--- src/rtl/uart_tx_arbiter_if.sv ---
// Requester byte handshake plus uart register-write and status bundle for uart_tx_arbiter.
// master = arbiter side, slave = requesters/uart side.
interface uart_tx_arbiter_if #(
  parameter int NUM_REQ = 4
);
  logic [NUM_REQ-1:0]   req_valid;
  logic [8*NUM_REQ-1:0] req_data;
  logic [NUM_REQ-1:0]   req_last;
  logic [NUM_REQ-1:0]   req_ready;
  logic [NUM_REQ-1:0]   grant;
  logic [7:0]           reg_data_out;
  logic                 spbrg_reg_wr_en;
  logic                 txsta_reg_wr_en;
  logic                 txreg_reg_wr_en;
  logic                 txif;
  logic                 trmt;
  logic                 cfg_done;
  logic                 busy;
  logic                 timeout_pulse;

  modport master (
    input  req_valid, req_data, req_last, txif, trmt,
    output req_ready, grant, reg_data_out, spbrg_reg_wr_en, txsta_reg_wr_en,
           txreg_reg_wr_en, cfg_done, busy, timeout_pulse
  );

  modport slave (
    output req_valid, req_data, req_last, txif, trmt,
    input  req_ready, grant, reg_data_out, spbrg_reg_wr_en, txsta_reg_wr_en,
           txreg_reg_wr_en, cfg_done, busy, timeout_pulse
  );
endinterface

--- src/rtl/uart_tx_arbiter.sv ---
// Packet round-robin arbiter feeding uart TXREG after an SPBRG/TXSTA setup; byte written the cycle txif&valid meet in WAIT,
// one HOLD cycle after; req_ready only to the grant while txif=1. Optional stall release: UART_TX_ARB_TIMEOUT_EN.
module uart_tx_arbiter #(
  parameter int         NUM_REQ        = 4,
  parameter logic [7:0] SPBRG_INIT     = 8'd25,
  parameter logic       BRGH_INIT      = 1'b1,
  parameter int         TIMEOUT_CYCLES = 255
) (
  input  logic              clk,
  input  logic              rst,
  uart_tx_arbiter_if.master bus
);

  localparam int IW = (NUM_REQ > 1) ? $clog2(NUM_REQ) : 1;

  typedef enum logic [2:0] {CFG_BRG, CFG_TX, ARB, WAIT, HOLD} state_t;

  state_t             state, state_nxt;
  logic [IW-1:0]      rr_ptr, rr_ptr_nxt;
  logic [IW-1:0]      gidx, gidx_nxt;
  logic [NUM_REQ-1:0] grant_q, grant_nxt;
  logic               last_q, last_nxt;
  logic               cfg_done_q, cfg_done_nxt;
  logic               arb_found;
  logic [IW-1:0]      arb_idx;
  logic               sel_valid, sel_last, txfer, tmo;
  logic [7:0]         sel_data;

  function automatic logic [IW-1:0] wrap_idx(input int v);
    int m;
    m = v % NUM_REQ;
    return m[IW-1:0];
  endfunction

  always_comb begin
    arb_found = 1'b0;
    arb_idx   = '0;
    for (int off = 0; off < NUM_REQ; off++) begin
      if (!arb_found && bus.req_valid[wrap_idx(int'(rr_ptr) + off)]) begin
        arb_found = 1'b1;
        arb_idx   = wrap_idx(int'(rr_ptr) + off);
      end
    end
  end

  assign sel_valid = bus.req_valid[gidx];
  assign sel_last  = bus.req_last[gidx];
  assign sel_data  = bus.req_data[8*int'(gidx) +: 8];
  assign txfer     = (state == WAIT) && bus.txif && sel_valid;

`ifdef UART_TX_ARB_TIMEOUT_EN
  logic [15:0] stall_cnt;
  logic        stall;

  assign stall = (state == WAIT) && bus.txif && !sel_valid;
  // Fires on the stall cycle that brings the count up to TIMEOUT_CYCLES.
  assign tmo   = stall && (stall_cnt == 16'(TIMEOUT_CYCLES - 1));

  always_ff @(posedge clk) begin
    if (rst || state != WAIT || txfer || tmo) stall_cnt <= '0;
    else if (stall)                           stall_cnt <= stall_cnt + 16'd1;
  end

  assign bus.timeout_pulse = tmo && !rst;
`else
  assign tmo               = 1'b0;
  assign bus.timeout_pulse = 1'b0;
`endif

  always_comb begin
    state_nxt    = state;
    grant_nxt    = grant_q;
    gidx_nxt     = gidx;
    rr_ptr_nxt   = rr_ptr;
    last_nxt     = last_q;
    cfg_done_nxt = cfg_done_q;
    unique case (state)
      CFG_BRG: state_nxt = CFG_TX;
      CFG_TX: begin
        state_nxt    = ARB;
        cfg_done_nxt = 1'b1;
      end
      ARB: begin
        if (arb_found) begin
          grant_nxt = {{(NUM_REQ-1){1'b0}}, 1'b1} << arb_idx;
          gidx_nxt  = arb_idx;
          state_nxt = WAIT;
        end
      end
      WAIT: begin
        if (txfer) begin
          last_nxt  = sel_last;
          state_nxt = HOLD;
        end else if (tmo) begin
          grant_nxt  = '0;
          rr_ptr_nxt = wrap_idx(int'(gidx) + 1);
          state_nxt  = ARB;
        end
      end
      HOLD: begin
        // txif is still stale high here; the uart drops it one cycle after the write.
        if (last_q) begin
          grant_nxt  = '0;
          rr_ptr_nxt = wrap_idx(int'(gidx) + 1);
          state_nxt  = ARB;
        end else begin
          state_nxt = WAIT;
        end
      end
      default: state_nxt = CFG_BRG;
    endcase
  end

  always_ff @(posedge clk) begin
    if (rst) begin
      state      <= CFG_BRG;
      grant_q    <= '0;
      gidx       <= '0;
      rr_ptr     <= '0;
      last_q     <= 1'b0;
      cfg_done_q <= 1'b0;
    end else begin
      state      <= state_nxt;
      grant_q    <= grant_nxt;
      gidx       <= gidx_nxt;
      rr_ptr     <= rr_ptr_nxt;
      last_q     <= last_nxt;
      cfg_done_q <= cfg_done_nxt;
    end
  end

  always_comb begin
    bus.spbrg_reg_wr_en = 1'b0;
    bus.txsta_reg_wr_en = 1'b0;
    bus.txreg_reg_wr_en = 1'b0;
    bus.reg_data_out    = 8'h00;
    bus.req_ready       = '0;
    if (!rst) begin
      unique case (state)
        CFG_BRG: begin
          bus.spbrg_reg_wr_en = 1'b1;
          bus.reg_data_out    = SPBRG_INIT;
        end
        CFG_TX: begin
          bus.txsta_reg_wr_en = 1'b1;
          bus.reg_data_out    = {2'b00, 1'b1, 2'b00, BRGH_INIT, 2'b00};
        end
        WAIT: begin
          if (txfer) begin
            bus.txreg_reg_wr_en = 1'b1;
            bus.reg_data_out    = sel_data;
            bus.req_ready       = grant_q;
          end
        end
        default: ;
      endcase
    end
  end

  assign bus.grant    = rst ? '0 : grant_q;
  assign bus.cfg_done = cfg_done_q && !rst;
  assign bus.busy     = rst || (|grant_q) || !bus.trmt || !bus.txif;

endmodule

--- src/flat_wrapper.sv ---
// flat-port wrapper written by rule: the top's interface ports become plain ports
module uart_tx_arbiter_flat 
#(
  parameter int         NUM_REQ        = 4,
  parameter logic [7:0] SPBRG_INIT     = 8'd25,
  parameter logic       BRGH_INIT      = 1'b1,
  parameter int         TIMEOUT_CYCLES = 255
)
  (clk, rst, bus_req_valid, bus_req_data, bus_req_last, bus_txif, bus_trmt, bus_req_ready, bus_grant, bus_reg_data_out, bus_spbrg_reg_wr_en, bus_txsta_reg_wr_en, bus_txreg_reg_wr_en, bus_cfg_done, bus_busy, bus_timeout_pulse);
  uart_tx_arbiter_if #(.NUM_REQ(NUM_REQ)) bus_i ();
  input  logic clk;
  input  logic rst;
  input wire logic [$bits(bus_i.req_valid)-1:0] bus_req_valid;
  input wire logic [$bits(bus_i.req_data)-1:0] bus_req_data;
  input wire logic [$bits(bus_i.req_last)-1:0] bus_req_last;
  input wire logic [$bits(bus_i.txif)-1:0] bus_txif;
  input wire logic [$bits(bus_i.trmt)-1:0] bus_trmt;
  output wire logic [$bits(bus_i.req_ready)-1:0] bus_req_ready;
  output wire logic [$bits(bus_i.grant)-1:0] bus_grant;
  output wire logic [$bits(bus_i.reg_data_out)-1:0] bus_reg_data_out;
  output wire logic [$bits(bus_i.spbrg_reg_wr_en)-1:0] bus_spbrg_reg_wr_en;
  output wire logic [$bits(bus_i.txsta_reg_wr_en)-1:0] bus_txsta_reg_wr_en;
  output wire logic [$bits(bus_i.txreg_reg_wr_en)-1:0] bus_txreg_reg_wr_en;
  output wire logic [$bits(bus_i.cfg_done)-1:0] bus_cfg_done;
  output wire logic [$bits(bus_i.busy)-1:0] bus_busy;
  output wire logic [$bits(bus_i.timeout_pulse)-1:0] bus_timeout_pulse;
  assign bus_i.req_valid = bus_req_valid;
  assign bus_i.req_data = bus_req_data;
  assign bus_i.req_last = bus_req_last;
  assign bus_i.txif = bus_txif;
  assign bus_i.trmt = bus_trmt;
  assign bus_req_ready = bus_i.req_ready;
  assign bus_grant = bus_i.grant;
  assign bus_reg_data_out = bus_i.reg_data_out;
  assign bus_spbrg_reg_wr_en = bus_i.spbrg_reg_wr_en;
  assign bus_txsta_reg_wr_en = bus_i.txsta_reg_wr_en;
  assign bus_txreg_reg_wr_en = bus_i.txreg_reg_wr_en;
  assign bus_cfg_done = bus_i.cfg_done;
  assign bus_busy = bus_i.busy;
  assign bus_timeout_pulse = bus_i.timeout_pulse;
  uart_tx_arbiter #(.NUM_REQ(NUM_REQ), .SPBRG_INIT(SPBRG_INIT), .BRGH_INIT(BRGH_INIT), .TIMEOUT_CYCLES(TIMEOUT_CYCLES)) u_core (.clk(clk), .rst(rst), .bus(bus_i));
endmodule
--- config.mk ---
export PLATFORM = sky130hd
export DESIGN_NAME = uart_tx_arbiter_flat
export DESIGN_NICKNAME = d
export VERILOG_FILES = /design/src/rtl/uart_tx_arbiter_if.sv /design/src/rtl/uart_tx_arbiter.sv /design/src/flat_wrapper.sv
export SDC_FILE = /design/constraint.sdc
export NUM_CORES = 1
export LEC_CHECK = 0
export ABC_CLOCK_PERIOD_IN_PS = 1400
export BUFFER_PORTS_ARGS = -buffer_cell sky130_fd_sc_hd__buf_2
export CORE_UTILIZATION = 39
export DETAILED_ROUTE_END_ITERATION = 12
export GPL_TIMING_DRIVEN = 0
export PLACE_DENSITY = 0.81
export SKIP_LAST_GASP = 1
export SLEW_MARGIN = 20
export SYNTH_ARGS = -nofsm -noshare
export SYNTH_HDL_FRONTEND = slang
export SYNTH_SLANG_ARGS = --single-unit
--- constraint.sdc ---
create_clock -name clk -period 1.4 [get_ports clk]
set_input_delay 0.21 -clock clk [delete_from_list [all_inputs] [get_ports clk]]
set_output_delay 0.21 -clock clk [all_outputs]
set_load 0.005 [all_outputs]
# --- After elaboration in Yosys (flattened, before gate mapping) ---
# Cells that the tools add are included.
# W data, S select, Z words.
totals:
  reg_bits: 13
  inputBits: 44
  out_inout_bits: 22
  word_cells: 88
classes:
  addsub: 4
  n_lt_le_gt_ge: 5
  n_eq_ne: 7
  shifts: 2
  mux: 41
  n_reduce_logical: 23
ops:
  columns: ["operator", "n"]
  rows:
  - ["$shiftx A32 B6 Y8", 1]
  - ["$mux W4", 6]
  - ["$pmux W8 S3", 1]
  - ["$mux W1", 18]
  - ["$mux W8", 2]
  - ["$lt A2 B3 Y1 const B", 5]
  - ["$pmux W3 S5", 1]
  - ["$bmux W1 S2", 6]
  - ["$mux W2", 4]
  - ["$pmux W4 S2", 1]
  - ["$reduce_and A2 Y1", 4]
  - ["$eq A3 B2 Y1 const B", 2]
  - ["$logic_and A1 B1 Y1", 6]
  - ["$logic_not A1 Y1", 6]
  - ["$mux W3", 2]
  - ["$ne A2 B1 Y1 const B", 3]
  - ["$add A2 B1 Y2 const B", 2]
  - ["$add A2 B2 Y2 const B", 2]
  - ["$reduce_or A4 Y1", 1]
  - ["$shl A1 B2 Y4 const A", 1]
  - ["$eq A3 B1 Y1 const B", 1]
  - ["$eq A3 B3 Y1 const B", 1]
  - ["$logic_not A3 Y1", 1]
  - ["$logic_or A1 B1 Y1", 3]
  - ["other kinds (2)", 2]

# --- Logic depth before layout (Yosys ltp) ---
logic_depth:
  word_depth: 15
  mapped_depth: 6
  mapped_depth_nobuf: 4

# --- Worst setup path after synthesis ---
# OpenSTA, ideal clock, no wires.
synth_timing:
  kind: "flip-flop to output port"
  from: "register u_core.gidx[0]"
  to: "output bus_reg_data_out[0]"
  arrival_ns: 1.320
  required_time_ns: 1.190
  setup_slack_ns: -0.130
  stages_incl_launch_ff: 6
  path_buffers: 2
  cell_sequence: "dfxtp_1 -> buf_6 -> buf_2 -> mux4_2 -> nand3_1 -> nand2_1"
synth_between:
  elab_chain_cells: 6
  word_cells_on_any_way: 7
  classes_between: "1 x shift; 5 x mux; 1 x reduce/logical"
synth_lines:
  columns: ["element", "line", "text"]
  rows:
  - ["start: declaration", "uart_tx_arbiter.sv:20", "logic [IW-1:0] gidx, gidx_nxt;"]
  - ["start signal: assignment", "uart_tx_arbiter.sv:125", "gidx <= gidx_nxt;"]
  - ["branches (longest 3 deep; another with $shiftx A32 B6 Y8)", null, null]
  - ["$mux W8 (*)", "uart_tx_arbiter.sv:149", "if (txfer) begin"]
  - ["$pmux W8 S3 (*)", "uart_tx_arbiter.sv:139", "unique case (state)"]
  - ["$mux W8 (*)", "uart_tx_arbiter.sv:138", "if (!rst) begin"]
  - ["end: declaration", "flat_wrapper.sv:20", "output wire logic [$bits(bus_i.reg_data_out)-1:0] bus_reg_data_out;"]
# Every way passes the cells marked *. The select of a mux whose other input is x is not followed.

# --- Final worst setup path ---
# Ends and elaborated chain as after synthesis.

==> metrics <==
status=complete, but fails checks; failing checks=negative setup slack; fin crit share=1.30; Placed Cells incl. Taps=220; routed length on met2=between 1500 and 2000 um; Hold Slack=382 ps; clk buf depth=2; PortBufs=between 60 and 70; Post-synth ARST share=0; Hold Crit Class=in2reg; fin crit period=1830 ps; Register Area=about 280 um^2; critical path class=reg2out; CTS Buf Count=3; DR pass1 iterations=4; total negative slack=-5400 ps; grt total ovfl=0; filler cell count=199; Worst VDD drop=0.731 mV; vias in the first global route=1084; CTS Sinks=13; Mapped Avg Cell Area=8.60 um^2; Fmax=roughly 550 MHz; pre-CTS WS=-247 ps; layout cell share with drive strength beyond 1=0.643; most common cell after layout, fill and taps aside=buf_2; Die Width=around 55 um; DRC violations left=0; CTS tree=yes; n_diodes=0; M1 wire length=approximately 1400 um; uppermost layer routed=met4; critical path fanouts, max=6; final setup margin=-426 ps; site row count=18; placed inst area=1460 um^2; Crit-path slowest cell=mux4_2; Starting Density=0.425; crit path DAT=1620 ps; Critical Path End Type=primary output; Setup-failing EPs final=16; Netlist cell types=38; Design Area, Final=1820 um^2; post-synth net total=171; commonest non-fill, non-tap cells in the layout=60 x buf_2, 13 x buf_4, 10 x buf_6; number of synthesis warnings=0; CP required=1190 ps; clk_skew=roughly 4.5 ps; via count of the routed design=1294; post-route ant nets=0; DR iter-0 viols=39; pin count of the biggest net entering global routing=11; total power=1.04 mW; Layout Utilization=0.707; area of the multi-input gates=898 um^2; io pins=66; first-pass GRT wire length=about 4600 um; GP Congestion=0.866; initial antenna violation count=0; Leak=0.849 nW; Pwr Density=573 nW/um^2; flops & latches, synth=13; Max Cap Viol=0; H-tree Lvls=1; Worst-path clk slew=80 ps; critical path's largest stage delay=between 500 and 600 ps; fin nets=252; area delta synth->final=66.2%; total track usage=0.213; Post-synth EDFFs=0; Final Hold Viols=0; ys flop type=dfxtp_1; Cells after Synth=127; Mapped Area=1090 um^2; final WL=3450 um; register area share after synthesis=0.238; Vias per Instance=approximately 5.5; Clock Latency Late Sink=280 ps; die area=3020 um^2; fin. max-slew vios=0; Die Ht=between 50 and 60 um; CORE AREA=2570 um^2; unrepaired setup endpoints after global routing=yes; Finished Layout Cells=237; Post-DP HPWL=approximately 2200 um; Clock Root Buffer=clkbuf_4; Startpoint Class=register; met3 wire length=223 um; cell chain of the critical path=buf_6, buf_12, mux4_2, nand3_2, nand2_1, buf_2; Routed WL per cell=14.6 um
-- final cells by class --
cell class | instances | share of cell area
Buffer | 9 | 0.0469
Clock buffer | 4 | 0.0145
Inverter | 6 | 0.0124
Multi-Input combinational cell | 98 | 0.495
Sequential cell | 13 | 0.152
Tap cell | 30 | 0.0207
Timing Repair Buffer | 77 | 0.258
-- cell usage after synthesis, types with 2 or more instances --
cell / count / area share
a21oi_1: 5 / 0.023
nand2b_1: 3 / 0.017
mux2i_1: 3 / 0.027
inv_1: 6 / 0.021
nor3_1: 4 / 0.018
a211oi_1: 3 / 0.021
nand3b_1: 3 / 0.021
mux4_2: 9 / 0.19
o221ai_1: 2 / 0.016
and3_1: 9 / 0.052
nor2b_1: 6 / 0.034
nor2_1: 11 / 0.038
buf_2: 6 / 0.027
buf_6: 2 / 0.021
nand3_1: 9 / 0.041
dfxtp_1: 13 / 0.24
nand2_1: 11 / 0.038
o21a_1: 2 / 0.014
-- worst paths after layout --
path | startpoint | end | slack, ps | depth (start not counted)
setup / recovery | u_core.gidx[0]$_SDFFE_PP0P_ | bus_reg_data_out[0] | -430 | 6
hold / removal | bus_req_valid[3] | u_core.gidx[1]$_SDFFE_PP0P_ | 380 | 3
hold reg to reg | u_core.rr_ptr[0]$_SDFFE_PP0P_ | u_core.rr_ptr[0]$_SDFFE_PP0P_ | 540 | 2
setup reg to reg | u_core.gidx[0]$_SDFFE_PP0P_ | u_core.last_q$_SDFFE_PP0P_ | -210 | 6
-- worst max-delay path, delay by kind of cell (launching register included) --
family / cells / cell delay (ps)
flops: 1 / 340
simple gates: 2 / 110
buf+inv: 3 / 380
mux: 1 / 510
-- logic make-up (layout without fill, tap and decap cells) --
logic type      after synthesis  after routing  synth area share
flops                        13             13             0.238
simple gates                 61             61             0.296
mux                          12             12             0.213
compound gates               22             22             0.155
buf+inv                      16             96            0.0790
other cells                   1              1           0.00343
xor+xnor                      2              2            0.0160
-- registers in the layout, indices dropped and copies added, names as in the netlist --
signal	count
u_core.cfg_done_q	1
u_core.gidx	2
u_core.grant_q	4
u_core.last_q	1
u_core.rr_ptr	2
u_core.state	3
-- per-layer routing --
metal,up-vias,track usage
met5,-,0
met4,0,0.0458
met3,10,0.0546
met2,56,0.400
met1,601,0.238
li1,627,-
-- power by group --
part	internal, mW	leakage, nW	switching [mW]	total (mW)
clock	0.111	0.0150	0.124	0.235
combinational	0.219	0.725	0.193	0.413
sequential	0.383	0.109	0.00998	0.393
-- what timing repair did --
item / 4_1_cts / 5_1_grt
pin swaps: 5 / 10
gates cloned: 0 / 1
resized for setup: 24 / 35
endpoints found under the hold margin: 0 / 0
endpoints found under the setup margin: 19 / 24
hold buffers: 0 / 0
buffers inserted: 4 / 10
(Power assumes the default switching activity.)
